**src/rtl/lut_arb_pkg.sv**
```systemverilog
// Shared constants and the round-robin pick function for the LUT arbiter.
// Used by lut_arbiter and rr_picker.
package lut_arb_pkg;

  localparam int LUT_RD_LATENCY = 1;
  localparam int MAX_REQ        = 8;
  localparam int MAX_PTR_W      = 3;

  function automatic int ptr_width(input int n);
    return (n <= 2) ? 1 : $clog2(n);
  endfunction

  // Scan ptr, ptr+1, ... modulo n; the first valid requester wins.
  function automatic logic [MAX_REQ-1:0] rr_pick(input logic [MAX_REQ-1:0] valid,
                                                 input logic [MAX_PTR_W-1:0] ptr,
                                                 input int n);
    logic [MAX_REQ-1:0]   grant;
    logic                 found;
    logic [MAX_PTR_W-1:0] idx;
    grant = '0;
    found = 1'b0;
    for (int k = 0; k < MAX_REQ; k++) begin
      idx = MAX_PTR_W'((int'(ptr) + k) % n);
      if (k < n && !found && valid[idx]) begin
        grant[idx] = 1'b1;
        found      = 1'b1;
      end
    end
    return grant;
  endfunction

endpackage

```
**src/rtl/rr_picker.sv**
```systemverilog
// Combinational round-robin priority picker: valid vector and pointer in,
// one-hot grant out (all-zero when nothing is valid).
module rr_picker
  import lut_arb_pkg::*;
#(
  parameter int N_REQ = 2,
  parameter int PTR_W = 1
) (
  input  logic [N_REQ-1:0] i_valid,
  input  logic [PTR_W-1:0] i_ptr,
  output logic [N_REQ-1:0] o_grant
);

  logic [MAX_REQ-1:0] w_grant_full;

  assign w_grant_full = rr_pick(MAX_REQ'(i_valid), MAX_PTR_W'(i_ptr), N_REQ);
  assign o_grant      = w_grant_full[N_REQ-1:0];

  generate
    if (N_REQ < MAX_REQ) begin : g_hi
      logic w_unused_hi;
      assign w_unused_hi = |w_grant_full[MAX_REQ-1:N_REQ];
    end
  endgenerate

endmodule

```
**src/rtl/lut_arbiter.sv**
```systemverilog
// Round-robin sharing of one synchronous-read lookup ROM among N_REQ requesters.
// Optional macro LUT_ARB_RSP_REG_EN adds a registered response stage (latency 2).
module lut_arbiter
  import lut_arb_pkg::*;
#(
  parameter int N_REQ       = 2,
  parameter int ADDR_LENGTH = 8,
  parameter int WORD_LENGTH = 16
) (
  input  logic                         clk_in,
  input  logic                         rst_in,
  input  logic [N_REQ-1:0]             req_valid_in,
  input  logic [N_REQ*ADDR_LENGTH-1:0] req_addr_in,
  output logic [N_REQ-1:0]             req_ready_out,
  output logic [N_REQ-1:0]             rsp_valid_out,
  output logic [WORD_LENGTH-1:0]       rsp_data_out,
  output logic                         lut_ena_out,
  output logic [ADDR_LENGTH-1:0]       lut_addr_out,
  input  logic [WORD_LENGTH-1:0]       lut_data_in
);

  localparam int PTR_W = ptr_width(N_REQ);

  logic [PTR_W-1:0]       r_rr_ptr;
  logic [PTR_W-1:0]       w_rr_ptr_next;
  logic [N_REQ-1:0]       w_pick;
  logic [N_REQ-1:0]       w_grant;
  logic [N_REQ-1:0]       w_rsp_sel;
  logic [ADDR_LENGTH-1:0] w_addr;
  logic [N_REQ-1:0]       r_rsp_pipe [LUT_RD_LATENCY];

  rr_picker #(
    .N_REQ (N_REQ),
    .PTR_W (PTR_W)
  ) u_picker (
    .i_valid (req_valid_in),
    .i_ptr   (r_rr_ptr),
    .o_grant (w_pick)
  );

  // Nothing is granted or issued to the ROM while reset is held.
  assign w_grant       = rst_in ? '0 : w_pick;
  assign req_ready_out = w_grant;
  assign lut_ena_out   = ~rst_in & (|req_valid_in);
  assign lut_addr_out  = w_addr;

  always_comb begin
    w_addr = '0;
    for (int i = 0; i < N_REQ; i++) begin
      w_addr = w_addr | ({ADDR_LENGTH{w_grant[i]}} & req_addr_in[i*ADDR_LENGTH +: ADDR_LENGTH]);
    end
  end

  always_comb begin
    w_rr_ptr_next = r_rr_ptr;
    for (int i = 0; i < N_REQ; i++) begin
      if (w_grant[i]) begin
        w_rr_ptr_next = (i == N_REQ - 1) ? '0 : PTR_W'(i + 1);
      end
    end
  end

  // Grant tag follows the ROM read pipeline so each word reaches its requester.
  always_ff @(posedge clk_in) begin
    if (rst_in) begin
      r_rr_ptr <= '0;
      for (int k = 0; k < LUT_RD_LATENCY; k++) begin
        r_rsp_pipe[k] <= '0;
      end
    end else begin
      r_rr_ptr      <= w_rr_ptr_next;
      r_rsp_pipe[0] <= w_grant;
      for (int k = 1; k < LUT_RD_LATENCY; k++) begin
        r_rsp_pipe[k] <= r_rsp_pipe[k-1];
      end
    end
  end

  assign w_rsp_sel = r_rsp_pipe[LUT_RD_LATENCY-1];

`ifdef LUT_ARB_RSP_REG_EN
  logic [N_REQ-1:0]       r_rsp_valid;
  logic [WORD_LENGTH-1:0] r_rsp_data;

  always_ff @(posedge clk_in) begin
    if (rst_in) begin
      r_rsp_valid <= '0;
      r_rsp_data  <= '0;
    end else begin
      r_rsp_valid <= w_rsp_sel;
      r_rsp_data  <= lut_data_in;
    end
  end

  assign rsp_valid_out = rst_in ? '0 : r_rsp_valid;
  assign rsp_data_out  = rst_in ? '0 : r_rsp_data;
`else
  // Gating with reset drops a response whose request was accepted just before reset.
  assign rsp_valid_out = rst_in ? '0 : w_rsp_sel;
  assign rsp_data_out  = lut_data_in;
`endif

endmodule

```
**config.mk**
```make
export PLATFORM = sky130hd
export DESIGN_NAME = lut_arbiter
export DESIGN_NICKNAME = d
export VERILOG_FILES = /design/src/rtl/lut_arb_pkg.sv /design/src/rtl/rr_picker.sv /design/src/rtl/lut_arbiter.sv
export SDC_FILE = /design/constraint.sdc
export NUM_CORES = 1
export LEC_CHECK = 0
export BUFFER_PORTS_ARGS = -buffer_cell sky130_fd_sc_hd__buf_4
export CAP_MARGIN = 10
export CORE_MARGIN = 3
export CORE_UTILIZATION = 29
export DETAILED_ROUTE_END_ITERATION = 8
export PLACE_DENSITY_LB_ADDON = 0.3
export SYNTH_ARGS = -nofsm -noshare
export SYNTH_HDL_FRONTEND = slang
export SYNTH_HIERARCHICAL = 1
export SYNTH_SLANG_ARGS = --single-unit
```
**constraint.sdc**
```tcl
create_clock -name clk_in -period 2.8 [get_ports clk_in]
set_input_delay 0.14 -clock clk_in [delete_from_list [all_inputs] [get_ports clk_in]]
set_output_delay 0.14 -clock clk_in [all_outputs]
set_load 0.02 [all_outputs]
```
==> results.json <==
{
  "synth-seq-cells": 3,
  "synthMuxAreaShare_pct": 0,
  "track_usage_pct": 9.72,
  "grt_pass1_wl_um": 1340,
  "final_common_cell": "buf_4",
  "avgRoutedWirePerCell_um": 10.9,
  "synth_fa_ha_area_share_pct": 0,
  "post_cts_buffers": 0,
  "num_rows": 12,
  "synth_top_family_by_area": "buffers and inverters",
  "ys_seq_area_share_pct": 15.3,
  "finalCritPeriodShare_pct": 66.2,
  "die_height_um": 42.8,
  "slowest_delay_ns": 0.63,
  "cp_max_fo": 11,
  "wl_met2_um": 422,
  "cp_top_family": "compound AO/OA/AOI/OAI gates",
  "path_buf_inv": 2,
  "cpMaxStageDelayCell": "a21boi_1",
  "worst_slack_ns": 0.947,
  "cts-hold-fix-buffers": 0,
  "final.min_clock_period_ns": 1.85,
  "design_area_um2": 534,
  "hold_path.class": "in2reg",
  "crit_path_start_kind": "flip-flop",
  "grt_pass1_vias": 314,
  "drive_gt1_share_pct": 62.3,
  "status": "complete, no violations",
  "syn_area_per_cell_um2": 7.70,
  "synth_simple_gate_area_share_pct": 26.4,
  "fillers": 123,
  "grt_overflow": 0,
  "start_util_pct": 33.1,
  "clkPwrFrac_pct": 37.5,
  "drt_first_pass_iters": 4,
  "place_ws_ns": 1.18,
  "synth-compound-area-share_pct": 19.1,
  "cts_root_buf": "clkbuf_4",
  "synth_cell_types": 10,
  "ys_top_cells_by_area": "buf_4 (32%), dfxtp_1 (15%), a22oi_1 (15%)",
  "wl_met3_um": 105,
  "cts_tree": "yes",
  "placed_area_um2": 508,
  "critical_path_class": "reg2out",
  "diodes": 0,
  "top_layer": "met4",
  "p_int_mw": 0.142,
  "syn_area_um2": 393,
  "die_w_um": 42.8,
  "cts_buffers": 3,
  "cts_resized": 0,
  "dpl.cell_count": 79,
  "peakVddDrop_v": 0.000161,
  "max-slew-margin-rel_pct": 47.6,
  "die-area_um2": 1830,
  "end_kind": "output port",
  "power_switching_mw": 0.0595,
  "worstPathRequired_ns": 2.66,
  "portBuffers": 32,
  "drv_cap": 0,
  "ios": 65,
  "path_cells": "inv_1 -> a21boi_1 -> a22oi_1 -> nor2_1 -> buf_4",
  "instances_no_fill": 83,
  "fmax_mhz": 540,
  "pwr-share-seq_pct": 23.2,
  "fin_skew_ns": 0.00288,
  "synth_area_leader_cell": "buf_4",
  "synthXorXnorAreaFrac_pct": 0,
  "via_per_inst": 4.39,
  "antenna_found_initial": 0,
  "num-nets-final": 106,
  "cp.arrival_ns": 1.71,
  "clock_latency_ns": 0.23,
  "slew_violations": 0,
  "layout_common_cells": "buf_4 (33), nor2_1 (11), a22oi_1 (8)",
  "pwr-share-comb_pct": 39.3,
  "routed_wl_um": 907,
  "max-clock-path-buffers": 2,
  "cts.clk_slew.worst_paths_ns": 0.04,
  "p_leak_nw": 0.287,
  "setup_viol": 0,
  "grt_max_degree": 17,
  "drc": 0,
  "swShare_pct": 29.6,
  "finalHoldViolCount": 0,
  "place_congestion": 0.655,
  "drtIter0Drc": 5,
  "synth_top_cell_area_share_pct": 32.5,
  "core-area_um2": 1190,
  "yosysWarnings": 6,
  "power_density_nw_per_um2": 377,
  "drtAntennaViolNets": 0,
  "rsz0062_at_grt": "false",
  "drt-met1-wl_um": 352,
  "cts.htree.levels": 1,
  "syn_inst": 51,
  "cts.sinks": 3,
  "tightest_slew_ns": 0.784,
  "syn-num-nets": 87,
  "setup_tns_ns": 0,
  "vias": 364,
  "area_growth_pct": 36.0,
  "finalHoldWorstSlack_ns": 0.191
}
-- per-layer routing --
layer / global-route usage (%) / up-vias
met3: 6.36 / 6
met4: 7.45 / 0
li1: - / 188
met5: 0 / -
met1: 11.2 / 150
met2: 12.3 / 20
-- power groups by stage --
stage	logic (mW)	clock network [mW]	registers, mW
finish	0.0790	0.0754	0.0467
global route	0.0856	0.0853	0.0469
CTS	0.0803	0.0798	0.0468
detailed placement	0.0802	0	0.0474
global placement	0.0799	0	0.0471
floorplan	0.0761	0	0.0471
-- kinds of logic after synthesis --
group / Yosys count
buf+inv: 20
simple gates: 18
flops: 3
compound gates: 10
-- path summary, 6_finish.rpt --
path,endpoint,start,cells past startpoint,slack (ns)
setup / recovery,lut_addr_out[3],r_rr_ptr$_SDFFE_PP0N_,5,0.95
setup reg to reg,r_rsp_pipe[0][1]$_SDFF_PP0_,r_rr_ptr$_SDFFE_PP0N_,3,1.48
hold / removal,r_rr_ptr$_SDFFE_PP0N_,rst_in,2,0.19
hold reg to reg,r_rr_ptr$_SDFFE_PP0N_,r_rr_ptr$_SDFFE_PP0N_,2,0.53
-- metrics by stage --
stage	util, %	total power, mW
2_1_floorplan	-	0.123
6_report	45.0	0.201
5_1_grt	45.0	0.218
3_5_place_dp	42.8	0.128
4_1_cts	45.0	0.207
3_3_place_gp	42.8	0.127
-- state kept, by name, summed over array words and instances (netlist names) --
| name | count |
|---|---|
| r_rsp_pipe | 2 |
| r_rr_ptr | 1 |
-- synth_stat cells --
library cell / instances
a21boi_1: 1
nor2_1: 11
and2b_2: 6
inv_1: 1
buf_6: 2
nor3_2: 1
a22oi_1: 8
dfxtp_1: 3
buf_4: 17
a21boi_0: 1
-- worst reg2reg max path, cell delays in order (launching register included) --
cell      delay (ns)
dfxtp_1         0.34
inv_1           0.04
a21boi_1        0.63
and2b_2         0.25
-- cell type report --
cell class	count	area [um^2]	share of cell area, %
inverters	1	3.75	0.703
well taps	14	17.5	3.28
flip-flops and latches	3	60.1	11.2
clock buffers	4	26.3	4.92
repair buffers	33	248	46.4
multi-input cells	28	179	33.5
Power figures use the tool's default switching activity.
